==> config.mk <==
export PLATFORM = sky130hd
export DESIGN_NAME = outport_alloc_flat
export DESIGN_NICKNAME = d
export VERILOG_FILES = /design/src/rtl/outport_alloc_if.sv /design/src/rtl/outport_alloc.sv /design/src/flat_wrapper.sv
export SDC_FILE = /design/constraint.sdc
export NUM_CORES = 1
export LEC_CHECK = 0
export ABC_AREA = 1
export CORE_ASPECT_RATIO = 1.1
export CORE_MARGIN = 4
export CORE_UTILIZATION = 51
export DETAILED_ROUTE_END_ITERATION = 10
export MAX_ROUTING_LAYER = met4
export PLACE_DENSITY = 0.77
export SLEW_MARGIN = 20
export SYNTH_ARGS = -nofsm -noshare
export SYNTH_HDL_FRONTEND = slang
export SYNTH_SLANG_ARGS = --single-unit
==> constraint.sdc <==
create_clock -name clk -period 3.18 [get_ports clk]
set_input_delay 0.477 -clock clk [delete_from_list [all_inputs] [get_ports clk]]
set_output_delay 0.477 -clock clk [all_outputs]
set_load 0.05 [all_outputs]
==> src/rtl/outport_alloc_if.sv <==
// outport_alloc_if: signal bundle between the five input VC controllers /
// crossbar side (master) and one output-port allocator (slave).
//   req_N, vch_N     switch request from input N and the output VC it wants
//   grt_N            registered switch grant back to input N
//   xsend/xtype/xvch flit leaving through this output port this cycle
//   cr_valid/cr_vch  credit returned by the downstream router
//   irdy, ilck       per-output-VC free-slot and packet-lock status
//   err              sticky protocol-error flag
interface outport_alloc_if #(
  parameter int VCN = 2,
  parameter int VCW = 1
);
  logic           req_0, req_1, req_2, req_3, req_4;
  logic [VCW-1:0] vch_0, vch_1, vch_2, vch_3, vch_4;
  logic           grt_0, grt_1, grt_2, grt_3, grt_4;
  logic           xsend;
  logic [1:0]     xtype;
  logic [VCW-1:0] xvch;
  logic           cr_valid;
  logic [VCW-1:0] cr_vch;
  logic [VCN-1:0] irdy;
  logic [VCN-1:0] ilck;
  logic           err;

  modport master (
    output req_0, req_1, req_2, req_3, req_4,
    output vch_0, vch_1, vch_2, vch_3, vch_4,
    output xsend, xtype, xvch, cr_valid, cr_vch,
    input  grt_0, grt_1, grt_2, grt_3, grt_4,
    input  irdy, ilck, err
  );

  modport slave (
    input  req_0, req_1, req_2, req_3, req_4,
    input  vch_0, vch_1, vch_2, vch_3, vch_4,
    input  xsend, xtype, xvch, cr_valid, cr_vch,
    output grt_0, grt_1, grt_2, grt_3, grt_4,
    output irdy, ilck, err
  );
endinterface

==> src/rtl/outport_alloc.sv <==
// outport_alloc: switch allocator and flow-control tracker for one router
// output port. Grants the crossbar output to one of five inputs in
// round-robin order, locks the chosen output VC until its tail flit leaves,
// and tracks downstream buffer credits per output VC.
// Ports:
//   clk   clock
//   rst_  asynchronous active-low reset
//   bus   slave side of outport_alloc_if (requests/grants, outgoing flit,
//         credit return, irdy/ilck status, sticky err)
//
// state | meaning
// IDLE  | no input owns the output; arbitrate among eligible requests
// HOLD  | owner input holds the crossbar output until it drops req
module outport_alloc #(
  parameter int ROUTERID = 0,
  parameter int PCHID    = 0,
  parameter int VCN      = 2,
  parameter int VCW      = 1,
  parameter int BUFDEPTH = 4,
  parameter int CNTW     = 3
) (
  input logic            clk,
  input logic            rst_,
  outport_alloc_if.slave bus
);
  localparam int NIN = 5;
  localparam logic [1:0] TYPE_TAIL     = 2'b10;
  localparam logic [1:0] TYPE_HEADTAIL = 2'b11;

  if (PCHID < 0 || PCHID >= NIN) begin : g_bad_pchid
    $error("outport_alloc: PCHID out of range");
  end
  if (ROUTERID < 0) begin : g_bad_routerid
    $error("outport_alloc: ROUTERID must be non-negative");
  end
  if (BUFDEPTH >= (1 << CNTW)) begin : g_bad_cntw
    $error("outport_alloc: CNTW too narrow for BUFDEPTH");
  end
  if ((1 << VCW) < VCN) begin : g_bad_vcw
    $error("outport_alloc: VCW too narrow for VCN");
  end

  typedef enum logic {IDLE, HOLD} state_t;

  state_t          state_q, state_d;
  logic [NIN-1:0]  grt_q, grt_d;
  logic [VCN-1:0]  lock_q, lock_d;
  logic [CNTW-1:0] credit_q [VCN];
  logic [CNTW-1:0] credit_d [VCN];
  logic [2:0]      ptr_q, ptr_d;
  logic [2:0]      owner_q, owner_d;
  logic            err_q, err_d;

  logic [NIN-1:0]  req;
  logic [VCW-1:0]  vch [NIN];
  logic [NIN-1:0]  elig;
  logic            pick_vld;
  logic [2:0]      pick;
  logic [VCN-1:0]  irdy;

  assign req    = {bus.req_4, bus.req_3, bus.req_2, bus.req_1, bus.req_0};
  assign vch[0] = bus.vch_0;
  assign vch[1] = bus.vch_1;
  assign vch[2] = bus.vch_2;
  assign vch[3] = bus.vch_3;
  assign vch[4] = bus.vch_4;

  // Round-robin search: first eligible input at or after ptr_q, wrapping.
  always_comb begin
    logic [3:0] idx;
    idx      = '0;
    elig     = '0;
    pick_vld = 1'b0;
    pick     = '0;
    for (int i = 0; i < NIN; i++) elig[i] = req[i] & ~lock_q[vch[i]];
    for (int k = 0; k < NIN; k++) begin
      idx = {1'b0, ptr_q} + 4'(k);
      if (idx >= 4'(NIN)) idx = idx - 4'(NIN);
      if (!pick_vld && elig[idx]) begin
        pick_vld = 1'b1;
        pick     = 3'(idx);
      end
    end
  end

  always_comb begin
    logic inc;
    logic dec;
    inc      = 1'b0;
    dec      = 1'b0;
    state_d  = state_q;
    grt_d    = grt_q;
    lock_d   = lock_q;
    ptr_d    = ptr_q;
    owner_d  = owner_q;
    err_d    = err_q;
    credit_d = credit_q;

    // Tail release is evaluated before a new grant so a grant on the same
    // edge always leaves its VC locked.
    if (bus.xsend && (bus.xtype == TYPE_TAIL || bus.xtype == TYPE_HEADTAIL)) begin
      if (!lock_q[bus.xvch]) err_d = 1'b1;
      lock_d[bus.xvch] = 1'b0;
    end
    if (bus.xsend && state_q == IDLE) err_d = 1'b1;

    unique case (state_q)
      IDLE: begin
        if (pick_vld) begin
          grt_d             = NIN'(1) << pick;
          lock_d[vch[pick]] = 1'b1;
          owner_d           = pick;
          ptr_d             = (pick == 3'(NIN - 1)) ? 3'd0 : pick + 3'd1;
          state_d           = HOLD;
        end
      end
      HOLD: begin
        // Releasing the output costs a cycle: no re-arbitration on this edge.
        if (!req[owner_q]) begin
          grt_d   = '0;
          state_d = IDLE;
        end
      end
      default: ;
    endcase

    // A send and a return on the same VC cancel out, so neither can
    // under- or overflow the counter.
    for (int v = 0; v < VCN; v++) begin
      inc = bus.cr_valid && (bus.cr_vch == VCW'(v));
      dec = bus.xsend && (bus.xvch == VCW'(v));
      if (inc && !dec) begin
        if (credit_q[v] == CNTW'(BUFDEPTH)) err_d = 1'b1;
        else credit_d[v] = credit_q[v] + CNTW'(1);
      end else if (dec && !inc) begin
        if (credit_q[v] == '0) err_d = 1'b1;
        else credit_d[v] = credit_q[v] - CNTW'(1);
      end
    end
  end

  always_ff @(posedge clk or negedge rst_) begin
    if (!rst_) begin
      state_q <= IDLE;
      grt_q   <= '0;
      lock_q  <= '0;
      ptr_q   <= '0;
      owner_q <= '0;
      err_q   <= 1'b0;
      for (int v = 0; v < VCN; v++) credit_q[v] <= CNTW'(BUFDEPTH);
    end else begin
      state_q  <= state_d;
      grt_q    <= grt_d;
      lock_q   <= lock_d;
      ptr_q    <= ptr_d;
      owner_q  <= owner_d;
      err_q    <= err_d;
      credit_q <= credit_d;
    end
  end

  always_comb begin
    irdy = '0;
    for (int v = 0; v < VCN; v++) irdy[v] = (credit_q[v] != '0);
  end

  assign bus.irdy  = irdy;
  assign bus.ilck  = lock_q;
  assign bus.err   = err_q;
  assign bus.grt_0 = grt_q[0];
  assign bus.grt_1 = grt_q[1];
  assign bus.grt_2 = grt_q[2];
  assign bus.grt_3 = grt_q[3];
  assign bus.grt_4 = grt_q[4];
endmodule
==> src/flat_wrapper.sv <==
// flat-port wrapper written by rule: the top's interface ports become plain ports
module outport_alloc_flat 
#(
  parameter int ROUTERID = 0,
  parameter int PCHID    = 0,
  parameter int VCN      = 2,
  parameter int VCW      = 1,
  parameter int BUFDEPTH = 4,
  parameter int CNTW     = 3
)
  (clk, rst_, bus_req_0, bus_req_1, bus_req_2, bus_req_3, bus_req_4, bus_vch_0, bus_vch_1, bus_vch_2, bus_vch_3, bus_vch_4, bus_xsend, bus_xtype, bus_xvch, bus_cr_valid, bus_cr_vch, bus_grt_0, bus_grt_1, bus_grt_2, bus_grt_3, bus_grt_4, bus_irdy, bus_ilck, bus_err);
  outport_alloc_if #(.VCN(VCN), .VCW(VCW)) bus_i ();
  input logic clk;
  input logic rst_;
  input wire logic [$bits(bus_i.req_0)-1:0] bus_req_0;
  input wire logic [$bits(bus_i.req_1)-1:0] bus_req_1;
  input wire logic [$bits(bus_i.req_2)-1:0] bus_req_2;
  input wire logic [$bits(bus_i.req_3)-1:0] bus_req_3;
  input wire logic [$bits(bus_i.req_4)-1:0] bus_req_4;
  input wire logic [$bits(bus_i.vch_0)-1:0] bus_vch_0;
  input wire logic [$bits(bus_i.vch_1)-1:0] bus_vch_1;
  input wire logic [$bits(bus_i.vch_2)-1:0] bus_vch_2;
  input wire logic [$bits(bus_i.vch_3)-1:0] bus_vch_3;
  input wire logic [$bits(bus_i.vch_4)-1:0] bus_vch_4;
  input wire logic [$bits(bus_i.xsend)-1:0] bus_xsend;
  input wire logic [$bits(bus_i.xtype)-1:0] bus_xtype;
  input wire logic [$bits(bus_i.xvch)-1:0] bus_xvch;
  input wire logic [$bits(bus_i.cr_valid)-1:0] bus_cr_valid;
  input wire logic [$bits(bus_i.cr_vch)-1:0] bus_cr_vch;
  output wire logic [$bits(bus_i.grt_0)-1:0] bus_grt_0;
  output wire logic [$bits(bus_i.grt_1)-1:0] bus_grt_1;
  output wire logic [$bits(bus_i.grt_2)-1:0] bus_grt_2;
  output wire logic [$bits(bus_i.grt_3)-1:0] bus_grt_3;
  output wire logic [$bits(bus_i.grt_4)-1:0] bus_grt_4;
  output wire logic [$bits(bus_i.irdy)-1:0] bus_irdy;
  output wire logic [$bits(bus_i.ilck)-1:0] bus_ilck;
  output wire logic [$bits(bus_i.err)-1:0] bus_err;
  assign bus_i.req_0 = bus_req_0;
  assign bus_i.req_1 = bus_req_1;
  assign bus_i.req_2 = bus_req_2;
  assign bus_i.req_3 = bus_req_3;
  assign bus_i.req_4 = bus_req_4;
  assign bus_i.vch_0 = bus_vch_0;
  assign bus_i.vch_1 = bus_vch_1;
  assign bus_i.vch_2 = bus_vch_2;
  assign bus_i.vch_3 = bus_vch_3;
  assign bus_i.vch_4 = bus_vch_4;
  assign bus_i.xsend = bus_xsend;
  assign bus_i.xtype = bus_xtype;
  assign bus_i.xvch = bus_xvch;
  assign bus_i.cr_valid = bus_cr_valid;
  assign bus_i.cr_vch = bus_cr_vch;
  assign bus_grt_0 = bus_i.grt_0;
  assign bus_grt_1 = bus_i.grt_1;
  assign bus_grt_2 = bus_i.grt_2;
  assign bus_grt_3 = bus_i.grt_3;
  assign bus_grt_4 = bus_i.grt_4;
  assign bus_irdy = bus_i.irdy;
  assign bus_ilck = bus_i.ilck;
  assign bus_err = bus_i.err;
  outport_alloc #(.ROUTERID(ROUTERID), .PCHID(PCHID), .VCN(VCN), .VCW(VCW), .BUFDEPTH(BUFDEPTH), .CNTW(CNTW)) u_core (.clk(clk), .rst_(rst_), .bus(bus_i));
endmodule
==> summary.txt, run 1 <==
Clock network
  • TritonCTS clock tree: built
  • Root Driver: clkbuf_8
  • Clock sinks: 21
  • Clock Path Buffers: 2
  • Num CTS Buffers: 3
  • Htree depth: 1
  • Clock latency on the worst-skew pair: 0.26 ns
  • Clock transition at the registers of the reported paths: about 0.070 ns

Cells and area
  • Fillers: between 300 and 400
  • Area Overhead vs Synth: 35.3%
  • Fin cells: 466
  • Final Util: between 70% and 80%
  • Final net count: about 450
  • Share of cells above drive strength 1: a little under a third
  • Antenna cells: 0

Route
  • Initial drt markers: 134
  • WL final: between 6000 and 7000 µm
  • Total number of vias: ~2500
  • Post-DRT Antenna Nets: 0
  • DR WL/cell: around 13 µm
  • # DRC: 0
  • Avg Vias per Cell: 5.26
  • Detailed Routing Iterations Pass 1: 5

STA
  • Fmax: 313 MHz
  • Period Utilization, post-route: 100%
  • Final setup violation count: 1
  • Final worst slack: -0.0131 ns
  • Total negative slack: -0.0131 ns
  • RSZ-0062 raised after global routing: true
  • Slew of the pin with the lowest slew margin: roughly 0.98 ns
  • Post-Route Skew: 0.00162 ns
  • Final min period: roughly 3.2 ns
  • Fin. max-slew vios: 0
  • Worst slew margin: between 30% and 40%
  • Final Hold Vio Count: 0

Yosys
  • Mapped Cells: ~360
  • Post-synth EDFFs: 0
  • Distinct cells, synth: 36
  • Sequential cell area fraction in the yosys report: 22.6%
  • #FFs+latches synth: 21
  • Syn. warnings: 0
  • Syn Std Cell Area: between 2000 and 2500 µm²
  • Syn Area/Cell: 6.58 µm²
  • Ys async rst share: 100%
  • Synth Flop Type: dfrtp_1
  • Post-synth net total: about 390

Worst setup path
  • Worst endpoint required time: 3.37 ns
  • CP endpoint kind: flip-flop
  • CP Class: reg -> reg
  • Critical path startpoint category: flip-flop
  • Critical Path Fanout Max: 4
  • Crit. Startpoint: u_core.ptr_q[0]$_DFFE_PN0P_
  • R2R Path Start: u_core.ptr_q[0]$_DFFE_PN0P_
  • Critical Path AT: ~3.4 ns

Outcome
  • Failing checks: negative setup slack
  • Status: finished, violations left

Floorplanning
  • Die Span Y: 79.0 µm
  • FP Rows: 25
  • I/O pins: 28
  • Die Wd: between 70 and 80 µm
  • CORE AREA: approximately 4300 µm²
  • Initial Util: a little over half
  • Die ar.: about 5700 µm²

Place
  • Port Buf Inserts: 26
  • Placed Instances: 457
  • DP HPWL: roughly 4500 µm
  • GPL Wtd Cong: ~0.94

Global routing
  • Initial antenna violation count: 0
  • Total global-route track usage: 20.9%
  • Pin count of the biggest net entering global routing: 22
  • First-pass GRT wire length: ~9600 µm
  • Vias in the first global route: between 2000 and 2500
  • Overflow after GRT: 0

Job
  • Max-cap viol count: 0

Hold path
  • Min-delay src: u_core.grt_q[1]$_DFFE_PN0P_
  • HP Class: reg -> reg
[through the flow]
step | hold slack (ns) | cell area [µm²] | worst slack (ns)
2_1_floorplan | 0.181 | 2340 | 0.0605
3_3_place_gp | 0.509 | 2830 | 0.0560
3_5_place_dp | 0.512 | 2830 | 0.00920
4_1_cts | 0.533 | 2880 | 0.00809
5_1_grt | 0.551 | 3160 | -0.179
6_report | 0.526 | 3160 | -0.0131
[layout by cell type (no fill, tap or decap), types with 3 or more instances in the layout]
| master | instances |
|---|---|
| nand2_4 | 3 |
| nand2_1 | 98 |
| nand2_2 | 24 |
| a21oi_1 | 9 |
| o21ai_2 | 6 |
| inv_1 | 41 |
| ha_1 | 6 |
| inv_2 | 13 |
| nand3_1 | 24 |
| nand3_2 | 13 |
| nor2_1 | 24 |
| ha_2 | 4 |
| buf_4 | 26 |
| nor2_2 | 5 |
| o21ai_1 | 5 |
| nor2_4 | 5 |
| nand4_1 | 6 |
| nor3_1 | 3 |
| dfrtp_1 | 19 |
| clkbuf_8 | 3 |
| ha_4 | 5 |
| o21ai_0 | 10 |
| a21oi_4 | 3 |
| xor2_1 | 5 |
| clkdlybuf4s50_1 | 26 |
[repair_timing]
action                                  in CTS  in global routing
gates resized for setup                      2                 66
pin swaps                                    0                 26
endpoints found under the setup margin       1                 11
endpoints found under the hold margin        0                  0
hold buffers                                 0                  0
gates cloned                                 0                  0
buffers inserted                             0                  5
[registers in the layout (all words and copies together), names as in the netlist]
signal / count
u_core.grt_q: 5
u_core.bus.err: 1
u_core.owner_q: 3
u_core.state_q: 1
u_core.bus.ilck: 2
u_core.ptr_q: 3
u_core.credit_q: 6
[synth_stat cells, types with 3 or more instances]
| master | number | area [µm²] |
|---|---|---|
| nand3_1 | 30 | 150 |
| inv_2 | 5 | 18.8 |
| nand4_1 | 6 | 37.5 |
| o21ai_1 | 3 | 15.0 |
| o21ai_0 | 16 | 80.1 |
| dfrtp_1 | 19 | 475 |
| nand2_1 | 114 | 428 |
| nor2_1 | 29 | 109 |
| ha_1 | 15 | 188 |
| a21oi_1 | 9 | 45.0 |
| nor3_1 | 3 | 15.0 |
| inv_1 | 49 | 184 |
| fa_1 | 3 | 60.1 |
| nor2_4 | 3 | 33.8 |
| nand3_2 | 7 | 70.1 |
| xor2_1 | 5 | 43.8 |
| o21ai_2 | 3 | 26.3 |
| nand2_2 | 9 | 56.3 |
[final timing paths]
| check | endpoint | slack [ns] | cells after the start |
|---|---|---|---|
| setup / recovery | u_core.ptr_q[2]$_DFFE_PN0P_ | -0.01 | 22 |
| hold / removal | u_core.grt_q[1]$_DFFE_PN0P_ | 0.53 | 2 |
| setup reg to reg | u_core.ptr_q[2]$_DFFE_PN0P_ | -0.01 | 22 |
| hold reg to reg | u_core.grt_q[1]$_DFFE_PN0P_ | 0.53 | 2 |
| max in group asynchronous | u_core.grt_q[0]$_DFFE_PN0P_ | 1.83 | 1 |
| min in group asynchronous | u_core.credit_q[4]$_DFFE_PN0P_ | 0.76 | 1 |
[critical path, stage by stage (launching register included)]
cell,delay [ns]
dfrtp_1,0.41
inv_4,0.09
ha_4,0.13
inv_2,0.04
fa_2,0.43
nor2_4,0.16
nor2_1,0.07
nand2_1,0.09
nand2_2,0.07
nand2_1,0.09
nand3_2,0.12
nand3_2,0.09
nand2_2,0.08
nor3_4,0.22
nand3_2,0.13
nand2_1,0.09
nor2_1,0.05
nor2_2,0.15
ha_2,0.21
ha_4,0.19
nor2_2,0.07
nand2_1,0.06
o21ai_1,0.07
[kinds of logic (layout without fill, tap and decap cells)]
family | after synthesis | after routing | share of synthesized area, %
AO/OA/AOI/OAI | 42 | 42 | 11.7
XOR/XNOR | 9 | 9 | 4.02
adder cells (fa/ha/maj) | 18 | 18 | 10.6
buffers and inverters | 56 | 113 | 9.43
flip-flops | 21 | 21 | 22.6
multiplexers | 2 | 2 | 0.964
AND/OR/NAND/NOR | 207 | 207 | 40.7
[per-layer routing]
layer	vias up	track usage, %	routed length (µm)
met1	1120	24.9	2660
met3	8	1.65	277
met5	-	-	0
met4	0	8.30	66
li1	1250	-	-
met2	75	36.3	3080
[final cells by class]
cell class / count / area (µm²) / share of cell area (%)
sequential: 21 / 528 / 16.7
timing repair buffer: 54 / 478 / 15.1
clock inverter: 1 / 5.00 / 0.158
inverter: 55 / 209 / 6.61
tap: 54 / 67.6 / 2.14
clock buffer: 3 / 41.3 / 1.31
multi-input combinational: 278 / 1830 / 58.0
Power of run 1 is not shown: default switching activity piles up to over one toggle a cycle in this logic, so the estimate is an artifact.
==> inputs of run 2 (changes only) <==
- SKIP_CTS_REPAIR_TIMING: default -> 1
- TNS_END_PERCENT: default -> 10
==> run 2 against run 1 <==
- the run now ends clean
- utilization fell by 0.86 points
- count of clock-buffer cells in the layout did not move
- clock skew rose by 0.0012 ns
- die area did not move
- critical path depth fell by 4
- worst hold slack barely moved
==> summary.txt, run 2 (same netlist as run 1, synthesis figures left out) <==
Cells and area
  • Register with the most flip-flops: u_core.credit_q
  • Share of cells above drive strength 1: 29.4% (-1.1 points)
  • Area Overhead vs Synth: 33.7%
  • Antenna cells: 0 (unchanged)
  • Most frequent cells in the layout: nand2_1 (99), inv_1 (43), nand3_1 (26), clkdlybuf4s50_1 (26), buf_4 (26)
  • Largest regs: u_core.credit_q: 6 flops, u_core.grt_q: 5 flops
  • Most common cell after layout, fill and taps aside: nand2_1
  • Max FFs per register: 6 (unchanged)
  • Final net count: 448 (-0.22%)

Worst setup path
  • Critical Path Fanout Max: 7 (+3)
  • R2R Path Start: u_core.ptr_q[1]$_DFFE_PN0P_
  • Critical path's slowest cell: fa_2
  • Critical path's largest stage delay: 0.46 ns (+0.03 ns)
  • CP Class: reg -> reg
  • Critical path startpoint category: flip-flop
  • Worst endpoint required time: 3.37 ns (about the same)
  • Critical path's top delay family: simple AND/OR/NAND/NOR gates
  • CP endpoint kind: flip-flop
  • Reg2reg end: u_core.ptr_q[2]$_DFFE_PN0P_
  • CP bufs+invs: 1 (-1)
  • Critical Path AT: 3.35 ns (-0.03 ns)
  • R2R cell count: 18 (-18%)
  • Critical path cell sequence: buf_4 -> fa_2 -> a21oi_4 -> nand2_1 -> o21ai_2 -> nand3_2 -> nand3_2 -> nand2_2 -> nor3_4 -> nand3_2 -> nand2_1 -> nor2_1 -> nor2_2 -> ha_2 -> ha_4 -> nor2_2 -> nand2_1 -> o21ai_1
  • R2R setup slack: 0.02 ns (+0.03 ns)

Floorplanning
  • Die ar.: 5730 µm² (unchanged)
  • CORE AREA: 4350 µm² (unchanged)
  • Initial Util: 53.7% (unchanged)
  • I/O pins: 28 (unchanged)
  • FP Rows: 25 (unchanged)
  • Die Span Y: 79.0 µm (unchanged)
  • Die Wd: 72.5 µm (unchanged)

STA
  • Fmax: 317 MHz (+1.1%)
  • Slew of the pin with the lowest slew margin: 0.989 ns (+0.00737 ns)
  • Worst slew margin: 33.9% (-0.49 points)
  • Period Utilization, post-route: 99.3% (-1.1 points)
  • Post-Route Skew: 0.00283 ns (+0.00121 ns)
  • Final min period: 3.16 ns (-0.0348 ns)
  • RSZ-0062 raised after global routing: true
  • Hold_ws: 0.526 ns (-0.000270 ns)
  • Final setup violation count: 0 (-1)
  • Fin. max-slew vios: 0 (unchanged)
  • Final Hold Vio Count: 0 (unchanged)

Route
  • Post-DRT Antenna Nets: 0 (unchanged)
  • Total number of vias: 2428 (-1.0%)
  • Avg Vias per Cell: 5.22 (-0.81%)
  • Detailed Routing Iterations Pass 1: 5 (unchanged)
  • # DRC: 0 (unchanged)
  • DR WL/cell: 12.7 µm (-2.8%)
  • WL final: 5900 µm (-3.0%)
  • Initial drt markers: 124 (-7.5%)

Hold path
  • WHS Endpoint: u_core.grt_q[1]$_DFFE_PN0P_
  • Hold path cells: 2 (unchanged)
  • Min-delay src: u_core.grt_q[1]$_DFFE_PN0P_
  • HP Class: reg -> reg

Clock network
  • TritonCTS clock tree: built
  • Clock latency on the worst-skew pair: 0.26 ns (about the same)
  • Num CTS Buffers: 3 (unchanged)
  • Clock Path Buffers: 2 (unchanged)
  • Clock transition at the registers of the reported paths: 0.08 ns (about the same)
  • Root Driver: clkbuf_8
  • Clock sinks: 21 (unchanged)
  • Htree depth: 1 (unchanged)

Place
  • GPL Wtd Cong: 0.943 (unchanged)
  • DP HPWL: 4460 µm (unchanged)
  • Port Buf Inserts: 26 (unchanged)

Global routing
  • Pin count of the biggest net entering global routing: 22 (unchanged)
  • Total global-route track usage: 20.8% (-0.16 points)
  • Initial antenna violation count: 0 (unchanged)
  • First-pass GRT wire length: 9480 µm (-0.94%)
  • Vias in the first global route: 2311 (-1.2%)
  • Overflow after GRT: 0 (unchanged)

Job
  • Max-cap viol count: 0 (unchanged)

Outcome
  • Status: finished clean
-- run 2: changes by cell type in the layout (fill, tap and decap cells not counted), sizes merged --
cell,delta
buf,-1
-- run 2: worst max path at each step --
stage / start / endpoint / cells past startpoint
after floorplan: u_core.ptr_q[1]$_DFFE_PN0P_ / u_core.ptr_q[2]$_DFFE_PN0P_ / 22
after global placement: u_core.ptr_q[0]$_DFFE_PN0P_ / u_core.ptr_q[2]$_DFFE_PN0P_ / 19
after detailed placement: u_core.ptr_q[0]$_DFFE_PN0P_ / u_core.ptr_q[2]$_DFFE_PN0P_ / 19
after CTS: u_core.ptr_q[0]$_DFFE_PN0P_ / u_core.ptr_q[2]$_DFFE_PN0P_ / 19
after global routing: u_core.ptr_q[0]$_DFFE_PN0P_ / u_core.ptr_q[2]$_DFFE_PN0P_ / 20
final: u_core.ptr_q[1]$_DFFE_PN0P_ / u_core.ptr_q[2]$_DFFE_PN0P_ / 18
-- run 2: worst register-to-register path, cell delays in order, from the launching register on --
cell     delay, ns
dfrtp_2       0.45
buf_4         0.17
fa_2          0.46
a21oi_4       0.26
nand2_1       0.13
o21ai_2       0.10
nand3_2       0.13
nand3_2       0.09
nand2_2       0.08
nor3_4        0.22
nand3_2       0.13
nand2_1       0.09
nor2_1        0.05
nor2_2        0.15
ha_2          0.21
ha_4          0.19
nor2_2        0.07
nand2_1       0.06
o21ai_1       0.07
-- run 2: metal layers --
metal  share of wire (%)  global-route usage (%)  routed length (µm)  vias up
met3                 3.5                    1.65                 208       10
met4                 2.0                    7.93                 116        0
li1                    -                       -                   -     1244
met1                  43                    24.7                2560     1112
met2                  51                    36.1                3020       62
met5                   0                       -                   0        -
-- run 2: metrics by stage --
| stage | cell area [µm²] | std cells | setup slack (ns) | utilization, % | setup TNS, ns |
|---|---|---|---|---|---|
| after global routing | 3120 | 465 | -0.125 | 71.8 | -0.620 |
| after CTS | 2870 | 461 | -0.0284 | 66.1 | -0.0284 |
| final | 3120 | 465 | 0.0217 | 71.8 | 0 |
| after floorplan | 2340 | 355 | 0.0605 | - | 0 |
| after global placement | 2830 | 457 | 0.0560 | 65.0 | 0 |
| after detailed placement | 2830 | 457 | 0.00920 | 65.0 | 0 |
-- run 2: final cells by class --
class / count / area (µm²)
Multi-Input combinational cell: 278 / 1800
Fill cell: 347 / 1220
Sequential cell: 21 / 529
Timing Repair Buffer: 53 / 467
Inverter: 55 / 209
Tap cell: 54 / 67.6
Clock buffer: 3 / 41.3
Clock inverter: 1 / 5.00
Power of run 2 is left out for the same reason.
==> inputs of run 3 (changes only) <==
- SKIP_LAST_GASP: default -> 1
==> run 3 against run 2 <==
- die area is the same
- fmax about the same
- design area is 0.16% lower
- sequential share of layout area hardly changed
- worst hold slack about the same
- clock skew about the same
- via count shrank 0.25%
- cell count unchanged
- routed wire length is 0.12% higher
- register-to-register slack about the same
==> summary.txt, run 3 (same netlist as run 1, synthesis figures left out) <==
Outcome
  • Status: finished clean

Clock network
  • Clock transition at the registers of the reported paths: 0.08 ns (about the same)
  • Num CTS Buffers: 3 (unchanged)
  • Clock sinks: 21 (unchanged)
  • Htree depth: 1 (unchanged)
  • Root Driver: clkbuf_8
  • Clock Path Buffers: 2 (unchanged)
  • TritonCTS clock tree: built
  • Clock latency on the worst-skew pair: 0.26 ns (about the same)

STA
  • Final setup violation count: 0 (unchanged)
  • Period Utilization, post-route: 99.3% (about the same)
  • Final min period: 3.16 ns (+0.000405 ns)
  • Fin. max-slew vios: 0 (unchanged)
  • Final Hold Vio Count: 0 (unchanged)
  • RSZ-0062 raised after global routing: true
  • Total negative slack: 0 ns (unchanged)
  • Worst slew margin: 33.2% (-0.69 points)
  • Slew of the pin with the lowest slew margin: 0.999 ns (+0.0104 ns)
  • Final worst slack: 0.0213 ns (-0.000405 ns)
  • Fmax: 317 MHz (about the same)
  • Post-Route Skew: 0.00274 ns (-0.0000925 ns)

Floorplanning
  • I/O pins: 28 (unchanged)
  • Initial Util: 53.7% (unchanged)
  • FP Rows: 25 (unchanged)
  • Die Wd: 72.5 µm (unchanged)
  • Die Span Y: 79.0 µm (unchanged)
  • CORE AREA: 4350 µm² (unchanged)
  • Die ar.: 5730 µm² (unchanged)

Job
  • Max-cap viol count: 0 (unchanged)

Global routing
  • Initial antenna violation count: 0 (unchanged)
  • Total global-route track usage: 20.8% (unchanged)
  • Vias in the first global route: 2311 (unchanged)
  • Pin count of the biggest net entering global routing: 22 (unchanged)
  • First-pass GRT wire length: 9480 µm (unchanged)
  • Overflow after GRT: 0 (unchanged)

Hold path
  • Min-delay src: u_core.bus.ilck[0]$_DFF_PN0_
  • Hold path cells: 2 (unchanged)
  • WHS Endpoint: u_core.bus.ilck[0]$_DFF_PN0_
  • HP Class: reg -> reg

Cells and area
  • Most frequent cells in the layout: nand2_1 (100), inv_1 (44), nand3_1 (26), clkdlybuf4s50_1 (26), buf_4 (26)
  • Final net count: 448 (unchanged)
  • Fillers: 346 (-0.29%)
  • Register with the most flip-flops: u_core.credit_q
  • Max FFs per register: 6 (unchanged)
  • Antenna cells: 0 (unchanged)
  • Most common cell after layout, fill and taps aside: nand2_1
  • Largest regs: u_core.credit_q: 6 flops, u_core.grt_q: 5 flops
  • Area Overhead vs Synth: 33.5%
  • Share of cells above drive strength 1: 28.7% (-0.73 points)

Place
  • GPL Wtd Cong: 0.943 (unchanged)
  • Port Buf Inserts: 26 (unchanged)
  • Worst slack at placement: 0.00920 ns (unchanged)
  • DP HPWL: 4460 µm (unchanged)

Worst setup path
  • Cell count along the critical path: 20 (+2)
  • Critical path's top delay family: simple AND/OR/NAND/NOR gates
  • R2R cell count: 20 (+2)
  • Critical path cell sequence: inv_4 -> ha_4 -> inv_2 -> fa_2 -> a21oi_4 -> nand2_1 -> o21ai_2 -> nand3_2 -> nand3_2 -> nand2_2 -> nor3_4 -> nand3_2 -> nand2_1 -> nor2_1 -> nor2_2 -> ha_2 -> ha_4 -> nor2_2 -> nand2_1 -> o21ai_1
  • Critical path startpoint category: flip-flop
  • Critical Path AT: 3.35 ns (about the same)
  • CP endpoint kind: flip-flop
  • Critical path's slowest cell: fa_2
  • CP Class: reg -> reg
  • CP bufs+invs: 2 (+1)
  • Critical Path Fanout Max: 7 (unchanged)
  • R2R Path Start: u_core.ptr_q[0]$_DFFE_PN0P_
  • R2R setup slack: 0.02 ns (about the same)
  • Critical path's largest stage delay: 0.43 ns (-0.03 ns)
  • Crit. Startpoint: u_core.ptr_q[0]$_DFFE_PN0P_
  • Worst endpoint required time: 3.37 ns (about the same)
  • Reg2reg end: u_core.ptr_q[2]$_DFFE_PN0P_

Route
  • Initial drt markers: 130 (+4.8%)
  • WL final: 5900 µm (+0.12%)
  • Post-DRT Antenna Nets: 0 (unchanged)
  • DR WL/cell: 12.7 µm (+0.12%)
  • Detailed Routing Iterations Pass 1: 5 (unchanged)
  • Avg Vias per Cell: 5.21 (-0.25%)
  • # DRC: 0 (unchanged)
  • Total number of vias: 2422 (-0.25%)
run 3: how the worst max path moves through the flow:
stage | to
after global placement | u_core.ptr_q[2]$_DFFE_PN0P_
after global routing | u_core.ptr_q[2]$_DFFE_PN0P_
final | u_core.ptr_q[2]$_DFFE_PN0P_
after detailed placement | u_core.ptr_q[2]$_DFFE_PN0P_
after floorplan | u_core.ptr_q[2]$_DFFE_PN0P_
after CTS | u_core.ptr_q[2]$_DFFE_PN0P_
run 3: per-stage QoR:
stage	hold slack, ns	cells	cell area (µm²)	util, %
global placement	0.509	457	2830	65.0
CTS	0.533	461	2870	66.1
finish	0.526	465	3120	71.7
floorplan	0.181	355	2340	-
global route	0.551	465	3120	71.7
detailed placement	0.512	457	2830	65.0
run 3: layout make-up:
type / instances / area, µm² / share of cell area [%]
timing repair buffer: 53 / 467 / 15.0
multi-input combinational: 278 / 1800 / 57.7
clock inverter: 1 / 5.00 / 0.161
tap: 54 / 67.6 / 2.17
sequential: 21 / 529 / 17.0
clock buffer: 3 / 41.3 / 1.32
inverter: 55 / 209 / 6.70
run 3: metal layers:
metal  global-route usage (%)  wire length (µm)  vias up
met4                     7.93               116        0
met3                     1.65               199       10
met5                        -                 0        -
met2                     36.1              3010       63
met1                     24.7              2580     1107
li1                         -                 -     1242
run 3: worst reg2reg max path, stage by stage, from the launching register on:
cell,delay [ns]
dfrtp_1,0.41
inv_4,0.09
ha_4,0.13
inv_2,0.04
fa_2,0.43
a21oi_4,0.26
nand2_1,0.13
o21ai_2,0.10
nand3_2,0.13
nand3_2,0.09
nand2_2,0.08
nor3_4,0.22
nand3_2,0.13
nand2_1,0.09
nor2_1,0.05
nor2_2,0.15
ha_2,0.21
ha_4,0.19
nor2_2,0.07
nand2_1,0.06
o21ai_1,0.07
Power of run 3 is left out for the same reason.
==> variant, RTL diff (config.mk and constraints of run 1) <==
`CNTW` is set to 3 in 2 places; all go to 4.
--- a/src/rtl/outport_alloc.sv
+++ b/src/rtl/outport_alloc.sv
@@ -17,7 +17,7 @@
   parameter int VCN      = 2,
   parameter int VCW      = 1,
   parameter int BUFDEPTH = 4,
-  parameter int CNTW     = 3
+  parameter int CNTW     = 4
 ) (
   input logic            clk,
   input logic            rst_,
--- a/src/flat_wrapper.sv
+++ b/src/flat_wrapper.sv
@@ -6,7 +6,7 @@
   parameter int VCN      = 2,
   parameter int VCW      = 1,
   parameter int BUFDEPTH = 4,
-  parameter int CNTW     = 3
+  parameter int CNTW     = 4
 )
   (clk, rst_, bus_req_0, bus_req_1, bus_req_2, bus_req_3, bus_req_4, bus_vch_0, bus_vch_1, bus_vch_2, bus_vch_3, bus_vch_4, bus_xsend, bus_xtype, bus_xvch, bus_cr_valid, bus_cr_vch, bus_grt_0, bus_grt_1, bus_grt_2, bus_grt_3, bus_grt_4, bus_irdy, bus_ilck, bus_err);
   outport_alloc_if #(.VCN(VCN), .VCW(VCW)) bus_i ();
Check against the original RTL: no difference found for any inputs over 4 cycles, from zero or initial values and one cycle with rst_ low; that may be too few to reach the edited logic, so the function may still have changed.
==> variant against run 1 <==
Non-clock buffer count up 3. Critical path depth down 1. Setup slack better by 89 ps. Routed wire length up 10%. Synthesized area up 7.8%. Final area up 4.0%. Clock skew up 5.5 ps. Sequential cell count up 2. Core utilization down 3.0 points.
Power is not shown: default switching activity piles up to over one toggle a cycle in this logic, so the estimate is an artifact.
==> variant: results (changes against run 1) <==
<table>
<tr><th>Metric</th><th>Value</th></tr>
<tr><th colspan="2">Cells and area</th></tr>
<tr><td>Nets</td><td>477 (+6.2%)</td></tr>
<tr><td>Fill cells</td><td>409 (+20%)</td></tr>
<tr><td>Layout cell share with drive strength beyond 1</td><td>25.2% (-5.4 points)</td></tr>
<tr><td>Biggest registers after layout</td><td>u_core.credit_q (8), u_core.grt_q (5)</td></tr>
<tr><th colspan="2">Placement</th></tr>
<tr><td>HPWL reported at the end of detailed placement</td><td>5330 µm (+19%)</td></tr>
<tr><th colspan="2">Global route</th></tr>
<tr><td>Overall fraction of global-route tracks in use</td><td>23.4% (+2.5 points)</td></tr>
<tr><td>Vias in the first global route</td><td>2,546 (+8.9%)</td></tr>
<tr><td>Met1 track demand over resource</td><td>27.9% (+3.0 points)</td></tr>
<tr><td>Met3 routing resource usage after global routing</td><td>1.71% (+0.068 points)</td></tr>
<tr><td>Pin count of the biggest net entering global routing</td><td>24 (+9.1%)</td></tr>
<tr><th colspan="2">Critical path</th></tr>
<tr><td>Arrival time reported for the critical path endpoint</td><td>3300 ps (-80 ps)</td></tr>
<tr><td>Largest fanout on the critical path</td><td>8 (+4)</td></tr>
<tr><td>Highest cell delay on the worst timing path</td><td>390 ps (-40 ps)</td></tr>
<tr><td>Highest-delay cell along the critical path</td><td>sky130_fd_sc_hd__dfrtp_1</td></tr>
<tr><th colspan="2">Logic synthesis</th></tr>
<tr><td>Fraction of the yosys area taken by sequential cells</td><td>23.0% (+0.36 points)</td></tr>
<tr><td>Count of unique library cells instantiated by Yosys</td><td>34 (-5.6%)</td></tr>
<tr><td>Most area-consuming cells after synthesis</td><td>sky130_fd_sc_hd__dfrtp_1, sky130_fd_sc_hd__nand2_1, sky130_fd_sc_hd__ha_1, sky130_fd_sc_hd__nand3_1, sky130_fd_sc_hd__inv_1</td></tr>
<tr><th colspan="2">Detailed routing</th></tr>
<tr><td>Wire length the detailed router placed on met1</td><td>2930 µm (+10%)</td></tr>
<tr><td>Average wire per standard cell</td><td>13.6 µm (+4.4%)</td></tr>
<tr><td>Routed wl met3</td><td>133 µm (-52%)</td></tr>
<tr><td>Routed wire length on met2</td><td>3550 µm (+15%)</td></tr>
<tr><td>Detailed-routing iteration count for the pre-antenna-repair pass</td><td>4 (-1)</td></tr>
<tr><td>Vias after detailed routing</td><td>2,610 (+6.4%)</td></tr>
<tr><th colspan="2">Timing</th></tr>
<tr><td>Normalized max-slew margin</td><td>65.4% (+31 points)</td></tr>
<tr><td>Minimum hold slack</td><td>168 ps (-358 ps)</td></tr>
<tr><td>Worst clock skew</td><td>7.11 ps (+5.48 ps)</td></tr>
<tr><th colspan="2">Floorplan</th></tr>
<tr><td>Initial core utilization</td><td>53.4% (-0.36 points)</td></tr>
<tr><th colspan="2">Status</th></tr>
<tr><td>Run status</td><td>finished, final reports clean</td></tr>
</table>
[variant: cell count changes after synthesis, moves of 3 or more]
cell,run 1,this run
sky130_fd_sc_hd__nand3_1,30,42
sky130_fd_sc_hd__nand2_2,9,18
sky130_fd_sc_hd__nor2_1,29,22
sky130_fd_sc_hd__nand2_1,114,109
sky130_fd_sc_hd__ha_1,15,19
sky130_fd_sc_hd__nand4_1,6,10
sky130_fd_sc_hd__nor4_1,0,4
sky130_fd_sc_hd__xor2_1,5,9
sky130_fd_sc_hd__nor2_4,3,0
sky130_fd_sc_hd__o22ai_1,1,4
[variant: layout make-up]
cell class | instances | share of cell area, %
Multi-Input combinational cell | 297 | 57.3
Sequential cell | 23 | 17.6
Timing Repair Buffer | 57 | 15.2
Inverter | 55 | 6.28
Tap cell | 56 | 2.13
Clock buffer | 3 | 1.26
Clock inverter | 1 | 0.152
[variant: through the flow]
stage / util [%] / worst slack [ps] / TNS (ps) / std cells / area [µm²]
2_1_floorplan: - / 86.6 / 0 / 376 / 2520
3_3_place_gp: 63.6 / 22.8 / 0 / 479 / 3000
3_5_place_dp: 63.6 / -48.6 / -48.6 / 479 / 3000
4_1_cts: 65.0 / 7.85 / 0 / 484 / 3070
5_1_grt: 69.7 / -31.8 / -59.3 / 492 / 3290
6_report: 69.7 / 75.7 / 0 / 492 / 3290
[variant: logic make-up (layout without fill, tap and decap cells)]
family,after synthesis,count (layout),synth area share (%)
buffers and inverters,56,116,8.65
and+or+nand+nor,221,221,41.8
xor gates and xnor gates,10,10,3.78
DFF,23,23,23.0
adders and majority gates,22,22,11.8
AOI/OAI and AO/OA,44,44,10.9
[variant: repair_timing]
item | CTS | global route
setup endpoints to repair | 2 | 10
gates resized for setup | 6 | 42
setup buffers | 1 | 8
endpoints found under the hold margin | 0 | 0
pin swaps | 1 | 16
